## config.mk

```make
export PLATFORM = sky130hd
export DESIGN_NAME = af6cesrtl_gapseg
export DESIGN_NICKNAME = d
export VERILOG_FILES = /design/src/rtl/af6cesrtl_gapseg.sv
export SDC_FILE = /design/constraint.sdc
export NUM_CORES = 1
export LEC_CHECK = 0
export CORE_MARGIN = 2
export CORE_UTILIZATION = 45
export CTS_BUF_LIST = sky130_fd_sc_hd__clkbuf_4
export CTS_CLUSTER_SIZE = 25
export DETAILED_ROUTE_END_ITERATION = 10
export PLACE_DENSITY = 0.77
export SYNTH_ARGS = -nofsm -noshare
export SYNTH_HDL_FRONTEND = slang
export SYNTH_SLANG_ARGS = --single-unit
```

## constraint.sdc

```tcl
create_clock -name clk -period 4 [get_ports clk]
set_clock_uncertainty 0.15 [all_clocks]
set_input_delay 0.6 -clock clk [delete_from_list [all_inputs] [get_ports clk]]
set_output_delay 0.6 -clock clk [all_outputs]
set_load 0.05 [all_outputs]
```

## src/rtl/af6cesrtl_gapseg.sv

```systemverilog
// Gap request segmenter: pops base/length requests from the gap buffer and
// splits them into bursts that never cross a BURST-word aligned boundary.
module af6cesrtl_gapseg #(
    parameter int unsigned INFO  = 32,
    parameter int unsigned LENW  = 8,
    parameter int unsigned BURST = 16,
    parameter int unsigned ADDRW = INFO - LENW
) (
    input  logic             clk,
    input  logic             rst,
    input  logic             flush,
    input  logic             ireq,
    input  logic [INFO-1:0]  ireqinfo,
    output logic             oget,
    output logic             ocmdvld,
    output logic [ADDRW-1:0] ocmdaddr,
    output logic [LENW-1:0]  ocmdlen,
    output logic             ocmdlast,
    input  logic             icmdrdy,
    output logic             ozerolen,
    output logic             oidle
);

    localparam int unsigned BW = $clog2(BURST);

    localparam logic [1:0] S_IDLE  = 2'd0;
    localparam logic [1:0] S_ISSUE = 2'd1;
    localparam logic [1:0] S_DROP  = 2'd2;

    logic [1:0]       state, state_nxt;
    logic [ADDRW-1:0] curaddr, curaddr_nxt;
    logic [LENW-1:0]  remlen, remlen_nxt;
    logic [1:0]       fhold, fhold_nxt;
    logic [LENW-1:0]  room;
    logic [LENW-1:0]  blen;
    logic             last;
    logic [LENW-1:0]  req_len;
    logic [ADDRW-1:0] req_addr;

    assign req_len  = ireqinfo[LENW-1:0];
    assign req_addr = ireqinfo[INFO-1:LENW];

    // Words left before the next aligned BURST boundary.
    assign room = LENW'(BURST) - LENW'(curaddr[BW-1:0]);
    assign blen = (remlen < room) ? remlen : room;
    assign last = (remlen <= room);

    assign ocmdaddr = curaddr;
    assign ocmdlen  = blen;
    assign ocmdlast = last;
    assign oidle    = (state == S_IDLE) && (fhold == 2'b00);

    always_ff @(posedge clk or posedge rst) begin
        if (rst) begin
            state   <= S_IDLE;
            curaddr <= '0;
            remlen  <= '0;
            fhold   <= 2'b11;
        end else begin
            state   <= state_nxt;
            curaddr <= curaddr_nxt;
            remlen  <= remlen_nxt;
            fhold   <= fhold_nxt;
        end
    end

    // Flush overrides everything; holdoff masks the buffer's delayed flush.
    always_comb begin
        state_nxt   = state;
        curaddr_nxt = curaddr;
        remlen_nxt  = remlen;
        fhold_nxt   = flush ? 2'b11 : {1'b0, fhold[1]};
        oget        = 1'b0;
        ocmdvld     = 1'b0;
        ozerolen    = 1'b0;
        if (flush) begin
            state_nxt = S_IDLE;
        end else begin
            case (state)
                S_IDLE: begin
                    if (ireq && (fhold == 2'b00)) begin
                        oget        = 1'b1;
                        curaddr_nxt = req_addr;
                        remlen_nxt  = req_len;
                        state_nxt   = (req_len == '0) ? S_DROP : S_ISSUE;
                    end
                end
                S_ISSUE: begin
                    ocmdvld = 1'b1;
                    if (icmdrdy) begin
                        curaddr_nxt = curaddr + ADDRW'(blen);
                        remlen_nxt  = remlen - blen;
                        if (last) begin
                            state_nxt = S_IDLE;
                        end
                    end
                end
                S_DROP: begin
                    ozerolen  = 1'b1;
                    state_nxt = S_IDLE;
                end
                default: begin
                    state_nxt = S_IDLE;
                end
            endcase
        end
    end

endmodule
```

==> qor.yml <==
die:
  core.rowCount: 28
  die_area_um2: 6860
  core_um2: 5960
  io_pins: 74
  fp.dieW_um: 82.8
  floorplan.initialDensity: 0.470
  fp.dieH_um: 82.8
worst_setup_path:
  crit_fanout: 6
  arrival_ns: 4.31
  endpoint_kind: "register"
  critical_path_class: "reg -> reg"
  cp.required_ns: 4.14
  crit_path_start_kind: "register"
final_layout:
  finalNetCount: 516
  final_area_um2: 4330
  layout-drive-gt1-share: 0.253
  area_growth_pct: 55.0
  utilization: 0.728
  diodes: 0
synthesis:
  synth_top_area_frac: 0.304
  synthTopCellsByCount: "nand2_1 (37), dfrtp_1 (34), a21oi_1 (29)"
  ys_types: 52
  synth_seq_cells: 36
  synth_cells: 341
  seq_area_frac_synth: 0.323
  synth_edf_count: 0
  synth_most_common_cell: "nand2_1"
  ys.flop_type: "dfrtp_1"
  syn_area_per_cell_um2: 8.20
  syn-cell-area_um2: 2800
  synth-async-reset-ratio: 1.00
  synth_warnings: 0
  yosys.area.top_type: "dfrtp_1"
  synth.area.top_cells: "dfrtp_1 (30%), ha_1 (8.5%), a21oi_1 (5.2%)"
global_routing:
  grt_pass1_wl_um: 14300
  grt_pass1_vias: 3010
  grt.total_usage: 0.251
  overflow: 0
  grt_max_degree: 34
  antenna_found_initial: 0
sta:
  rsz0062_at_grt: "yes"
  finalCritPeriodShare: 1.04
  maxSlewHeadroom: 0.335
  period_minus_slack_ns: 4.17
  setup_ws_ns: -0.174
  tightest_slew_ns: 0.993
  finalMaxSlewViolations: 0
  setup_viol: 13
  hold_slack_ns: 0.404
  hold_viol: 0
  fmax_mhz: 240
run:
  maxCapViolCount: 0
power:
  ir_drop_v: 0.000360
  p_leak_nw: 1.80
  powerDensity_nw_per_um2: 677
  power.total_w: 0.00293
cts:
  cts_tree: "yes"
  clock_latency_ns: 0.35
  clk_pin_slew_ns: 0.11
  cts.sinks: 36
  hold_buffers: 0
  numCtsBuffers: 5
  htreeDepth: 2
  root_buffer: "clkbuf_4"
  cts_max_path_buffers: 2
placement:
  io_buffers: 70
  gp_congestion: 0.893
  place_hpwl_um: 6260
  dpl_cell_area_um2: 3920
routing:
  dr.pass1.iters: 6
  drtIter0Drc: 201
  avgViaCountPerCell: 6.03
  wirelength_um: 9510
  drc_errors: 0
  drt.antenna.violating_nets: 0
  wl_per_cell_um: 17.8
  vias: 3221
run_status:
  violations: "setup timing"
  status: "complete, but fails checks"
hold_path:
  hold_class: "reg -> reg"
-- registers in the layout, indices dropped and copies added, names as in the netlist --
name      count
fhold         2
ocmdaddr     24
remlen        8
state         2
-- cells in the final DEF, fill, tap and decap left out, types with 5 or more instances in the layout --
master / count
a21o_1: 5
a21oi_1: 25
a31oi_1: 8
buf_12: 6
buf_4: 46
buf_6: 5
clkbuf_4: 6
clkdlybuf4s50_1: 65
conb_1: 6
dfrtp_1: 32
ha_1: 11
ha_4: 6
inv_1: 14
nand2_1: 37
nand3_1: 15
nand4_1: 5
nor2_1: 24
nor3_1: 7
o211ai_1: 8
o21ai_0: 10
o21ai_1: 10
or3_1: 7
-- worst max-delay path, stage by stage (launching register included) --
cell and delay (ns):
dfrtp_2 0.42, inv_2 0.08, ha_4 0.21, inv_4 0.06
ha_4 0.20, nor2b_4 0.12, o21a_1 0.17, o21ai_2 0.22
nand2b_4 0.08, a211oi_4 0.24, buf_12 0.16, mux2i_4 0.22
ha_2 0.22, inv_2 0.04, fa_2 0.35, nor2b_4 0.13
o31a_1 0.27, buf_4 0.16, o21ai_1 0.10, a2111oi_2 0.33
a31oi_1 0.08, nand3_1 0.09
-- logic make-up (layout without fill, tap and decap cells) --
kind of cell    after synthesis  after routing  synth area share
compound gates              109            109             0.254
xor+xnor                      5              5            0.0157
fa+ha+maj                    21             21            0.0993
buf+inv                      35            148            0.0523
flops                        36             36             0.323
mux                          10             10            0.0412
other cells                   1              6           0.00134
simple gates                124            124             0.213
-- where the power goes --
group,total [W],leakage [nW],internal [W],switching [W]
Combinational,0.00212,1.35,0.000980,0.00114
Sequential,0.000612,0.419,0.000468,0.000144
Clock,0.000199,0.0307,0.0000720,0.000127
Total,0.00293,1.80,0.00152,0.00141
-- repair_timing --
item	4_1_cts	5_1_grt
resized for setup	16	33
buffers inserted	8	9
cloned	0	0
pin swaps	16	33
endpoints found under the setup margin	19	24
-- layout make-up --
class / count / area [µm²]
clock buffer: 6 / 45.0
clock inverter: 2 / 7.51
fill: 454 / 1620
inverter: 18 / 70.1
multi-input combinational: 275 / 2040
sequential: 36 / 906
tap: 75 / 93.8
timing repair buffer: 122 / 1170
-- per-layer routing --
metal / global-route usage / up-vias / wire [µm]
met2: 0.404 / 170 / 4680
li1: - / 1481 / -
met3: 0.0467 / 27 / 604
met1: 0.339 / 1543 / 4010
met4: 0.0849 / 0 / 216
met5: 0 / - / 0
-- path summary, 6_finish.rpt --
kind | depth (start not counted) | endpoint | startpoint | slack, ns
max | 21 | ocmdaddr[6]$_DFFE_PP0P_ | ocmdaddr[1]$_DFFE_PP0P_ | -0.17
max in group asynchronous | 3 | fhold[0]$_DFF_PP1_ | rst | 2.39
min in group asynchronous | 2 | ocmdaddr[15]$_DFFE_PP0P_ | rst | 0.50
min | 2 | remlen[7]$_DFFE_PP0P_ | remlen[7]$_DFFE_PP0P_ | 0.40
min reg2reg | 2 | remlen[7]$_DFFE_PP0P_ | remlen[7]$_DFFE_PP0P_ | 0.40
max reg2reg | 21 | ocmdaddr[6]$_DFFE_PP0P_ | ocmdaddr[1]$_DFFE_PP0P_ | -0.17
-- metrics by stage --
step,std cells,worst slack (ns),TNS [ns]
final,534,-0.174,-1.50
after global routing,534,-0.277,-3.68
after CTS,525,-0.108,-0.264
after global placement,509,-0.0441,-0.0988
after floorplan,346,-0.830,-15.23
after detailed placement,509,-0.177,-1.75
Note: power is estimated with default switching activity, not from simulation.
==> RTL edit, RTL diff (same flow settings) <==
`LENW`: 8 -> 16.
--- a/src/rtl/af6cesrtl_gapseg.sv
+++ b/src/rtl/af6cesrtl_gapseg.sv
@@ -4,3 +4,3 @@
     parameter int unsigned INFO  = 32,
-    parameter int unsigned LENW  = 8,
+    parameter int unsigned LENW  = 16,
     parameter int unsigned BURST = 16,
Ports: changed (resized ocmdaddr and ocmdlen); port bits go from 74 to 74. No check against the original RTL was run, so the function may have changed too.
==> RTL edit against the original RTL <==
The run still ends with negative setup slack left. Core utilization decreased by 8.0 points. Synthesized area is 11% higher. Wire length is 3.5% lower. Critical path depth shrank 3. Sequential power is 20% higher. Power grew 47%. Sequential share of layout area hardly changed. Sequential cell count did not move. Die area is 10% higher. Design area is 0.38% higher. Critical path type unchanged. First-iteration DRC count down 30%. Combinational power grew 58%. Worst setup slack gained 0.15 ns.
==> RTL edit: results (changes against the original RTL) <==
.. list-table::
   :header-rows: 1

   * - Metric
     - Value
   * - Status
     - finished with violations (unchanged)
   * - Violated checks
     - negative setup slack (unchanged)
   * - Largest net degree at the start of global routing
     - 38 (was 34)
   * - First-pass GRT wire length
     - 14200 um (was 14300 um)
   * - Number of detailed-routing iterations run before antenna repair
     - 5 (was 6)
   * - Met2 Resource Use GR
     - 40.2% (was 40.4%)
   * - Worst voltage drop across the vdd grid
     - 0.427 mV (was 0.360 mV)
   * - Destination of the worst register-to-register timing path
     - ocmdaddr[14]$_DFFE_PP0P_ (was ocmdaddr[6]$_DFFE_PP0P_)
   * - Yosys cell types
     - 53 (was 52)
   * - R2R cell count
     - 18 (was 21)
   * - Amount of wire on met2 after detailed routing
     - 4680 um (about the same)
   * - Routed met3 length
     - 567 um (was 604 um)
   * - Final WS setup
     - -0.0255 ns (was -0.174 ns)
   * - Placement Setup Slack
     - -0.175 ns (was -0.177 ns)
   * - Slew of the pin with the lowest slew margin
     - 0.950 ns (was 0.993 ns)
   * - Top delay family on crit path
     - simple AND/OR/NAND/NOR gates (was compound AO/OA/AOI/OAI gates)
   * - Count of buffers from port buffering
     - 62 (was 70)
   * - Worst path max stage delay
     - 0.48 ns (was 0.42 ns)
   * - Post-Synth Adder-Cell Area
     - 11.8% (was 9.93%)
   * - Fraction of the mapped netlist area in compound gates
     - 26.3% (was 25.4%)
   * - Final RePlAce weighted congestion
     - 0.917 (was 0.893)
   * - Met1 track utilization from global routing
     - 31.0% (was 33.9%)
   * - Final setup violation count
     - 1 (was 13)
   * - Commonest cells in the netlist
     - 38 x sky130_fd_sc_hd__a21oi_1, 34 x sky130_fd_sc_hd__dfrtp_1, 34 x sky130_fd_sc_hd__nor2_1 (was 37 x sky130_fd_sc_hd__nand2_1, 34 x sky130_fd_sc_hd__dfrtp_1, 29 x sky130_fd_sc_hd__a21oi_1)
   * - Hold Crit Endpoint
     - remlen[14]$_DFFE_PP0P_ (was remlen[7]$_DFFE_PP0P_)
   * - Metal1 wirelength
     - 3840 um (was 4010 um)
   * - Met3 routing resource usage after global routing
     - 3.89% (was 4.67%)
   * - Number of DRC markers after the initial detailed-route iteration
     - 141 (was 201)
   * - Sequential element share of the synthesized area
     - 29.1% (was 32.3%)
## RTL edit: cell count changes in the layout (fill, tap and decap cells not counted), sizes merged, moves of 6 or more
cell	unedited run	this run
nand3	15	7
nor2	26	34
clkdlybuf4s50	65	55
o21ai	23	29
o22a	0	6
nor4	4	10
nand2	37	30
ha	19	26
a21oi	29	38
conb	6	21
buf	57	36
## RTL edit: repair_timing
item / CTS / global route
resized for setup: 3 / 34
cloned: 0 / 1
setup buffers: 2 / 7
endpoints found under the setup margin: 18 / 23
pin swaps: 1 / 21
## RTL edit: layout make-up
class | instances | area (um2) | area share, %
Clock inverter | 2 | 7.51 | 0.173
Tap cell | 80 | 100 | 2.30
Clock buffer | 6 | 45.0 | 1.04
Inverter | 16 | 60.1 | 1.38
Sequential cell | 36 | 908 | 20.9
Timing Repair Buffer | 91 | 833 | 19.2
Multi-Input combinational cell | 323 | 2400 | 55.1
## RTL edit: power breakdown
group	switching [mW]	leakage, nW	internal (mW)	total (mW)
Clock	0.133	0.0307	0.0721	0.205
Sequential	0.209	0.422	0.527	0.736
Combinational	1.87	1.35	1.49	3.36
## RTL edit: cell families after synthesis
family / count (synthesis)
XOR/XNOR: 12
adder cells (fa/ha/maj): 28
other: 1
multiplexers: 6
AO/OA/AOI/OAI: 129
AND/OR/NAND/NOR: 126
buffers and inverters: 43
flip-flops: 36
## RTL edit: through the flow
step | utilization [%] | total power, mW | instance area, um2
2_1_floorplan | - | 2.80 | 3300
3_3_place_gp | 59.9 | 3.54 | 4020
3_5_place_dp | 59.9 | 3.62 | 4020
4_1_cts | 61.1 | 3.86 | 4100
5_1_grt | 64.7 | 4.64 | 4350
6_report | 64.7 | 4.30 | 4350
